<file path="src/rtl/hashin_deser_pkg.sv">
// Shared miner constants: frame geometry, expected header word and the
// deserializer state encoding. The upstream nonce generator imports the same
// package so both ends agree on the frame layout.
package hashin_deser_pkg;

  // Payload words per frame (640-bit block header / 64-bit FIFO words)
  localparam int MSG_WORDS = 10;
  localparam int MSG_BITS  = 640;

  // Frame header word: flag bit 63 plus the bit length 0x280
  localparam logic [63:0] HDR_WORD = 64'h8000_0000_0000_0280;

  // Deserializer states
  localparam logic [1:0] ST_IDLE    = 2'd0;
  localparam logic [1:0] ST_COLLECT = 2'd1;
  localparam logic [1:0] ST_DELIVER = 2'd2;
  localparam logic [1:0] ST_FLUSH   = 2'd3;

endpackage : hashin_deser_pkg

</file>
<file path="src/rtl/hashin_deser.sv">
// Hash-input deserializer: pops 64-bit words from a first-word-fall-through
// FIFO, checks for the frame header, shifts MSG_WORDS payload words into a
// block header register and hands it to the hash core with valid/ready.
// A stop request drains the FIFO and acknowledges once it runs dry.
module hashin_deser #(
  parameter int          MSG_WORDS = hashin_deser_pkg::MSG_WORDS,
  parameter logic [63:0] HDR_WORD  = hashin_deser_pkg::HDR_WORD
) (
  input  logic                      clk,
  input  logic                      rst,
  input  logic [63:0]               hashin_fifo_dout,
  input  logic                      hashin_fifo_empty,
  output logic                      hashin_fifo_rd_en,
  input  logic                      stop,
  output logic                      stop_ack,
  output logic                      msg_valid,
  output logic [MSG_WORDS*64-1:0]   msg_data,
  input  logic                      msg_ready,
  output logic [31:0]               msg_cnt,
  output logic [15:0]               frame_err_cnt
);

  import hashin_deser_pkg::*;

  localparam int                 MSG_W    = MSG_WORDS * 64;
  localparam int                 CNT_W    = $clog2(MSG_WORDS + 1);
  localparam logic [CNT_W-1:0]   LAST_IDX = CNT_W'(MSG_WORDS - 1);

  logic [1:0]       state;
  logic [CNT_W-1:0] pay_cnt;
  logic             pop;

  // Read strobe: pop whenever data is present, except while holding a
  // message for the hash core or during reset.
  always_comb begin
    // NOTE: default first so every path assigns the output; no latch is inferred.
    hashin_fifo_rd_en = 1'b0;
    if (!rst && state != ST_DELIVER) begin
      hashin_fifo_rd_en = !hashin_fifo_empty;
    end
  end

  assign pop = hashin_fifo_rd_en && !hashin_fifo_empty;

  // Frame FSM, payload shift register and status counters.
  always_ff @(posedge clk) begin
    if (rst) begin
      // NOTE: non-blocking assignments for all registered state so every
      // read in this block sees the pre-edge value.
      state         <= ST_IDLE;
      pay_cnt       <= '0;
      msg_data      <= '0;
      msg_valid     <= 1'b0;
      stop_ack      <= 1'b0;
      msg_cnt       <= '0;
      frame_err_cnt <= '0;
    end else begin
      case (state)
        ST_IDLE: begin
          if (stop) begin
            state <= ST_FLUSH;
          end else if (pop) begin
            if (hashin_fifo_dout == HDR_WORD) begin
              state   <= ST_COLLECT;
              pay_cnt <= '0;
            end else if (frame_err_cnt != 16'hFFFF) begin
              frame_err_cnt <= frame_err_cnt + 16'd1;
            end
          end
        end

        ST_COLLECT: begin
          if (stop) begin
            state <= ST_FLUSH;
          end else if (pop) begin
            msg_data <= {msg_data[MSG_W-65:0], hashin_fifo_dout};
            if (pay_cnt == LAST_IDX) begin
              state     <= ST_DELIVER;
              msg_valid <= 1'b1;
            end else begin
              pay_cnt <= pay_cnt + 1'b1;
            end
          end
        end

        ST_DELIVER: begin
          // A handshake in the same cycle as stop still counts as delivered
          if (msg_ready) begin
            msg_cnt   <= msg_cnt + 32'd1;
            msg_valid <= 1'b0;
          end
          if (stop) begin
            state     <= ST_FLUSH;
            msg_valid <= 1'b0;
          end else if (msg_ready) begin
            state <= ST_IDLE;
          end
        end

        default: begin // ST_FLUSH
          if (!stop) begin
            state    <= ST_IDLE;
            stop_ack <= 1'b0;
          end else if (hashin_fifo_empty) begin
            stop_ack <= 1'b1;
          end
        end
      endcase
    end
  end

endmodule : hashin_deser

</file>
<file path="config.mk">
export PLATFORM = sky130hd
export DESIGN_NAME = hashin_deser
export DESIGN_NICKNAME = d
export VERILOG_FILES = /design/src/rtl/hashin_deser_pkg.sv /design/src/rtl/hashin_deser.sv
export SDC_FILE = /design/constraint.sdc
export NUM_CORES = 1
export LEC_CHECK = 0
export BUFFER_PORTS_ARGS = -buffer_cell sky130_fd_sc_hd__buf_2
export CAP_MARGIN = 20
export CORE_AREA = 5 5 296 298
export CTS_CLUSTER_DIAMETER = 150
export DETAILED_ROUTE_END_ITERATION = 6
export DIE_AREA = 0 0 301 303
export HOLD_SLACK_MARGIN = 0.06
export SLEW_MARGIN = 20
export SYNTH_ARGS = -nofsm -noshare
export SYNTH_HDL_FRONTEND = slang
export SYNTH_SLANG_ARGS = --single-unit
</file>
<file path="constraint.sdc">
create_clock -name clk -period 3 [get_ports clk]
set_clock_uncertainty 0.2 [all_clocks]
set_input_delay 0 -clock clk [delete_from_list [all_inputs] [get_ports clk]]
set_output_delay 0 -clock clk [all_outputs]
set_load 0.005 [all_outputs]
</file>
After elaboration in Yosys (flattened, before gate mapping)
Index checks and enable logic that the tools add are counted.
{"block": "totals", "wordCells": 74, "out_inout_bits": 691, "input_bits": 69, "regBits": 696}
{"block": "op_classes", "bitwise_logic": 3, "n_reduce_logical": 15, "n_eq_ne": 20, "muxes": 26, "n_addsub": 3}
{"op": "64-bit == test, second input constant", "count": 1}
{"op": "32-bit by 1-bit adder with 32-bit output, second input constant", "count": 1}
{"op": "4-bit 2-to-1 mux", "count": 6}
{"op": "2-bit 2-to-1 mux", "count": 9}
{"op": "2-bit inequality test, second input constant", "count": 9}
{"op": "16-bit by 1-bit adder with 16-bit output, second input constant", "count": 1}
{"op": "16-bit inequality test, second input constant", "count": 1}
{"op": "3-bit inequality test, second input constant", "count": 5}
{"op": "5-bit AND reduction", "count": 2}
{"op": "1-bit 2-to-1 mux", "count": 8}
{"op": "4-bit case mux with 2 select lines", "count": 1}
{"op": "7-bit AND reduction", "count": 1}
{"op": "2-bit case mux with 3 select lines", "count": 1}
{"op": "6-bit AND reduction", "count": 1}
{"op": "4-bit by 1-bit adder with 4-bit output, second input constant", "count": 1}
{"op": "4-bit == test, second input constant", "count": 1}
{"op": "4-bit by 1-bit inequality test with 1-bit output, second input constant", "count": 1}
{"op": "2-bit AND reduction", "count": 2}
{"op": "2-bit nonzero test", "count": 2}
{"op": "1-bit NOT", "count": 3}
{"op": "3-bit AND reduction", "count": 1}
{"op": "3-bit OR reduction", "count": 1}
{"op": "2-bit by 1-bit == test with 1-bit output, second input constant", "count": 1}
{"op": "2-bit == test, second input constant", "count": 1}
{"op": "4 further kinds", "count": 6}

Longest topological paths before layout
{"block": "depth", "word_depth": 7, "ltp_mapped": 9}

Worst setup path before layout
Ideal clock, no wire load.
{"block": "synth_path", "path_kind": "register to register", "from": "register state[1]", "to": "register frame_err_cnt[9]", "path_stages_with_launch": 8, "setup_ps": 121, "path_buffers": 2, "t_required_ps": 2679, "slack_ps": 864, "arrival_time_ps": 1815, "cell_sequence": "dfxtp_1 > buf_6 > or3_4 > nor3_4 > nand2_2 > buf_6 > nor4b_1 > mux2_2"}
{"block": "synth_via", "elab_chain_len": 5}
{"element": "start: declaration", "line_no": "hashin_deser.sv:29", "text": "logic [1:0] state;"}
{"element": "start signal: assignment", "line_no": "hashin_deser.sv:50", "text": "state <= ST_IDLE;"}
{"element": "start signal: assignment", "line_no": "hashin_deser.sv:61", "text": "state <= ST_FLUSH;"}
{"element": "start signal: assignment", "line_no": "hashin_deser.sv:64", "text": "state <= ST_COLLECT;"}
{"element": "2-bit inequality test", "line_no": "hashin_deser.sv:38", "text": "if (!rst && state != ST_DELIVER) begin"}
{"element": "1-bit logical AND", "line_no": "hashin_deser.sv:38"}
{"element": "1-bit 2-to-1 mux", "line_no": "hashin_deser.sv:38"}
{"element": "1-bit logical AND", "line_no": "hashin_deser.sv:43", "text": "assign pop = hashin_fifo_rd_en && !hashin_fifo_empty;"}
{"element": "5-bit AND reduction (no line) (*)"}
{"element": "end signal: assignment", "line_no": "hashin_deser.sv:67", "text": "frame_err_cnt <= frame_err_cnt + 16'd1;"}
{"element": "end: declaration", "line_no": "hashin_deser.sv:20", "text": "output logic [15:0] frame_err_cnt"}
Mark *: on every way between the ends. The rest lies on a longest branch, timed or not.
A chain may end at the register's enable or synchronous reset.

Worst setup path after layout
{"block": "layout_path", "from": "input hashin_fifo_dout[0]", "to": "register pay_cnt[2]"}
{"block": "layout_via", "elab_chain_len": 3}
{"element": "start: declaration", "line_no": "hashin_deser.sv:11", "text": "input logic [63:0] hashin_fifo_dout,"}
{"element": "64-bit == test", "line_no": "hashin_deser.sv:63", "text": "if (hashin_fifo_dout == HDR_WORD) begin"}
{"element": "2-bit inequality test (no line)"}
{"element": "7-bit AND reduction (no line)"}
{"element": "end signal: assignment", "line_no": "hashin_deser.sv:81", "text": "pay_cnt <= pay_cnt + 1'b1;"}
{"element": "end: declaration", "line_no": "hashin_deser.sv:30", "text": "logic [CNT_W-1:0] pay_cnt;"}
Every way passes these cells.

==> results.md <==
- Synth top area share: 56.8%
- DRC: 0
- Synth Warn #: 0
- Hold_buf cts: 140
- CORE AREA: 84,600 sq um
- H-Tree Depth: 3
- Syn_area_per_cell: 7.87 sq um
- Antenna Nets Post-Route: 0
- Die width: 301 microns
- Setup Viol. Count Final: 0
- Final Instance Area: 33,600 sq um
- Post-Place Setup Slack: 77.7 ps
- Arr. time, crit path: 3060 ps
- Area grow syn2layout: 36.9%
- Pin count of the biggest net entering global routing: 228
- Synth Net Count: 3,191
- Layout cells sized above 1: 23.9%
- Gate power share: 3.0%
- Clk Latency, worst-skew pair: 620 ps
- RSZ-0062 raised after global routing: false
- Slew Limit Headroom: 22.7%
- Post-synth top area cell: dfxtp_1
- Seq/Total Area, Yosys: 56.8%
- Fmax: 360 MHz
- Initial antenna violation count: 0
- IO buf count: 759
- Drt first-iter violations: 2,250
- Vias per inst: 4.64
- Vias post-DR: 23,800
- Worst-path maximum fanout: 4
- Most common cell in the netlist: nand2_1
- Worst slew pin tran: 1160 ps
- Period utilisation layout: 92.5%
- Post-synthesis async set-or-reset flop share: 0%
- Commonest cells post-synth: nand2_1, dfxtp_1, a21oi_1
- Die area: 91,200 sq um
- Synthesized netlist cell count: 3,118
- Count of cell types in the netlist: 46
- Hold Crit Class: input port to flip-flop
- Reg power frac: 46.8%
- CTS tree: done
- FF+latch area: 13,900 sq um
- Setup CP Type: input port to flip-flop
- Filler cells: 8,751
- Total negative slack: 0 ps
- Avg WL per Cell: 18.4 microns
- Number of global-route vias before repair: 21,600
- Dpl cell area: 29,500 sq um
- Clk sinks: 696
- Die Y: 303 microns
- Final WS setup: 225 ps
- Syn Std Cell Area: 24,500 sq um
- # diodes: 0
- Postcts setup bufs: 0
- Critical Path Start Type: input port
- Post-synth EDFFs: 0
- Placement row count: 107
- Largest cells by area after synthesis: dfxtp_1, nand2_1, a21oi_1
- Power Density: 590 nW/um^2
- Gp weighted congestion: 0.944
- Grt total ovfl: 0
- Nets@finish: 3,992
- Leak: 0.0136 uW
- VDD IR max: 0.373 mV
- Clock Path Buffers: 3
- Resize count post-CTS: 0
- Synth Register Bits: 696
- Switch share: 22.4%
- Req. time, crit path: 3290 ps
- Maxcap violations: 0
- Clock transition at path regs: 60 ps
- Final wirelength: 94,100 microns
- Final Hold Viols: 0
- GRT Util Overall: 19.1%
- I/O Pins: 760
- Top_reg_cell synth: dfxtp_1
- First-pass GRT wire length: 137,000 microns
- Total CTS buffers: 81
- Detailed Place HPWL: 66,000 microns
- Drt first pass iters: 5
- Initial Util: 29.0%
- Crit path capture type: flip-flop
- Root buffer cell: clkbuf_16
- Multi-input gate area: 9680 sq um
- Cell internal pwr: 15,400 uW
- Slew Viols, Final: 0
- Sw Pwr: 4430 uW
- Clk pwr share: 50.2%
- Min Clock Period, post-route: 2780 ps
- Status: completed
## cells by family after synthesis
logic type | after synthesis | synth area share, %
AO/OA/AOI/OAI | 689 | 14.2
XOR/XNOR | 22 | 0.785
adder cells (fa/ha/maj) | 4 | 0.204
buffers and inverters | 235 | 3.88
flip-flops | 696 | 56.8
multiplexers | 7 | 0.316
AND/OR/NAND/NOR | 1465 | 23.8
## area by class of cell
type | instances | share of cell area [%]
flip-flops and latches | 696 | 41.5
multi-input cells | 2187 | 28.8
repair buffers | 948 | 17.3
clock buffers | 121 | 7.26
well taps | 1144 | 4.26
clock inverters | 25 | 0.790
inverters | 5 | 0.0559
## per-layer routing
| layer | GRT usage [%] | up-vias | share of wire (%) |
|---|---|---|---|
| li1 | - | 11800 | - |
| met1 | 25.0 | 10900 | 42 |
| met2 | 30.8 | 836 | 47 |
| met3 | 4.16 | 207 | 6.7 |
| met4 | 7.88 | 0 | 4.1 |
| met5 | 0 | - | 0 |
## worst max-delay path, stage by stage
cell           delay [ps]
dlygate4sd3_1         540
buf_2                 140
nor4_1                690
buf_4                 220
nand4_1               290
or4_1                 660
buf_4                 200
nor3_1                210
a211oi_1              110
## sequential cells by signal, indices dropped and copies added (netlist names)
signal / flops
msg_data: 640
msg_cnt: 32
msg_valid: 1
state: 2
frame_err_cnt: 16
stop_ack: 1
pay_cnt: 4
## layout by cell type, fill, tap and decap left out, drive strengths merged, types with 4 or more instances in the layout
cell and instances:
xor2 17, inv 10, or3 11, clkinv 15, and3 7, dfxtp 696, nand3 23, nor4b 4
or4 8, nand4 19, nor4 20, nor2 37, xnor2 5, nand2 1305, and4 8, dlygate4sd3 140
buf 808, mux2 6, ha 4, nor2b 7, a21oi 658, o21ai 14, clkbuf 121, nor3 9
o31ai 4
## stage by stage
stage               cells  hold slack (ps)  utilization (%)  power [uW]
floorplan            3118             -164                -        9730
global placement     4840             55.1             34.8        9930
detailed placement   4840             58.3             34.8        9930
CTS                  5126             64.9             39.7       20100
global route         5126              101             39.7       20500
finish               5126              127             39.7       19800
## path summary, 6_finish.rpt
path / start / endpoint / slack, ps / cells after the start
worst max-delay path: hashin_fifo_dout[0] / pay_cnt[2]$_SDFFE_PP0P_ / 220 / 9
worst min-delay path: stop / state[0]$_SDFFE_PP0P_ / 130 / 3
worst max register to register: state[1]$_SDFFE_PP0P_ / msg_data[8]$_SDFFE_PP0P_ / 270 / 7
worst min register to register: msg_data[273]$_SDFFE_PP0P_ / msg_data[337]$_SDFFE_PP0P_ / 240 / 2
## power by group through the flow
| stage | Sequential, uW | Clock, uW | Combinational [uW] |
|---|---|---|---|
| floorplan | 9480 | 0 | 257 |
| global placement | 9480 | 0 | 449 |
| detailed placement | 9480 | 0 | 447 |
| CTS | 9280 | 10200 | 585 |
| global route | 9280 | 10600 | 634 |
| finish | 9280 | 9940 | 594 |
No activity file was read; power rests on OpenSTA's default activity.
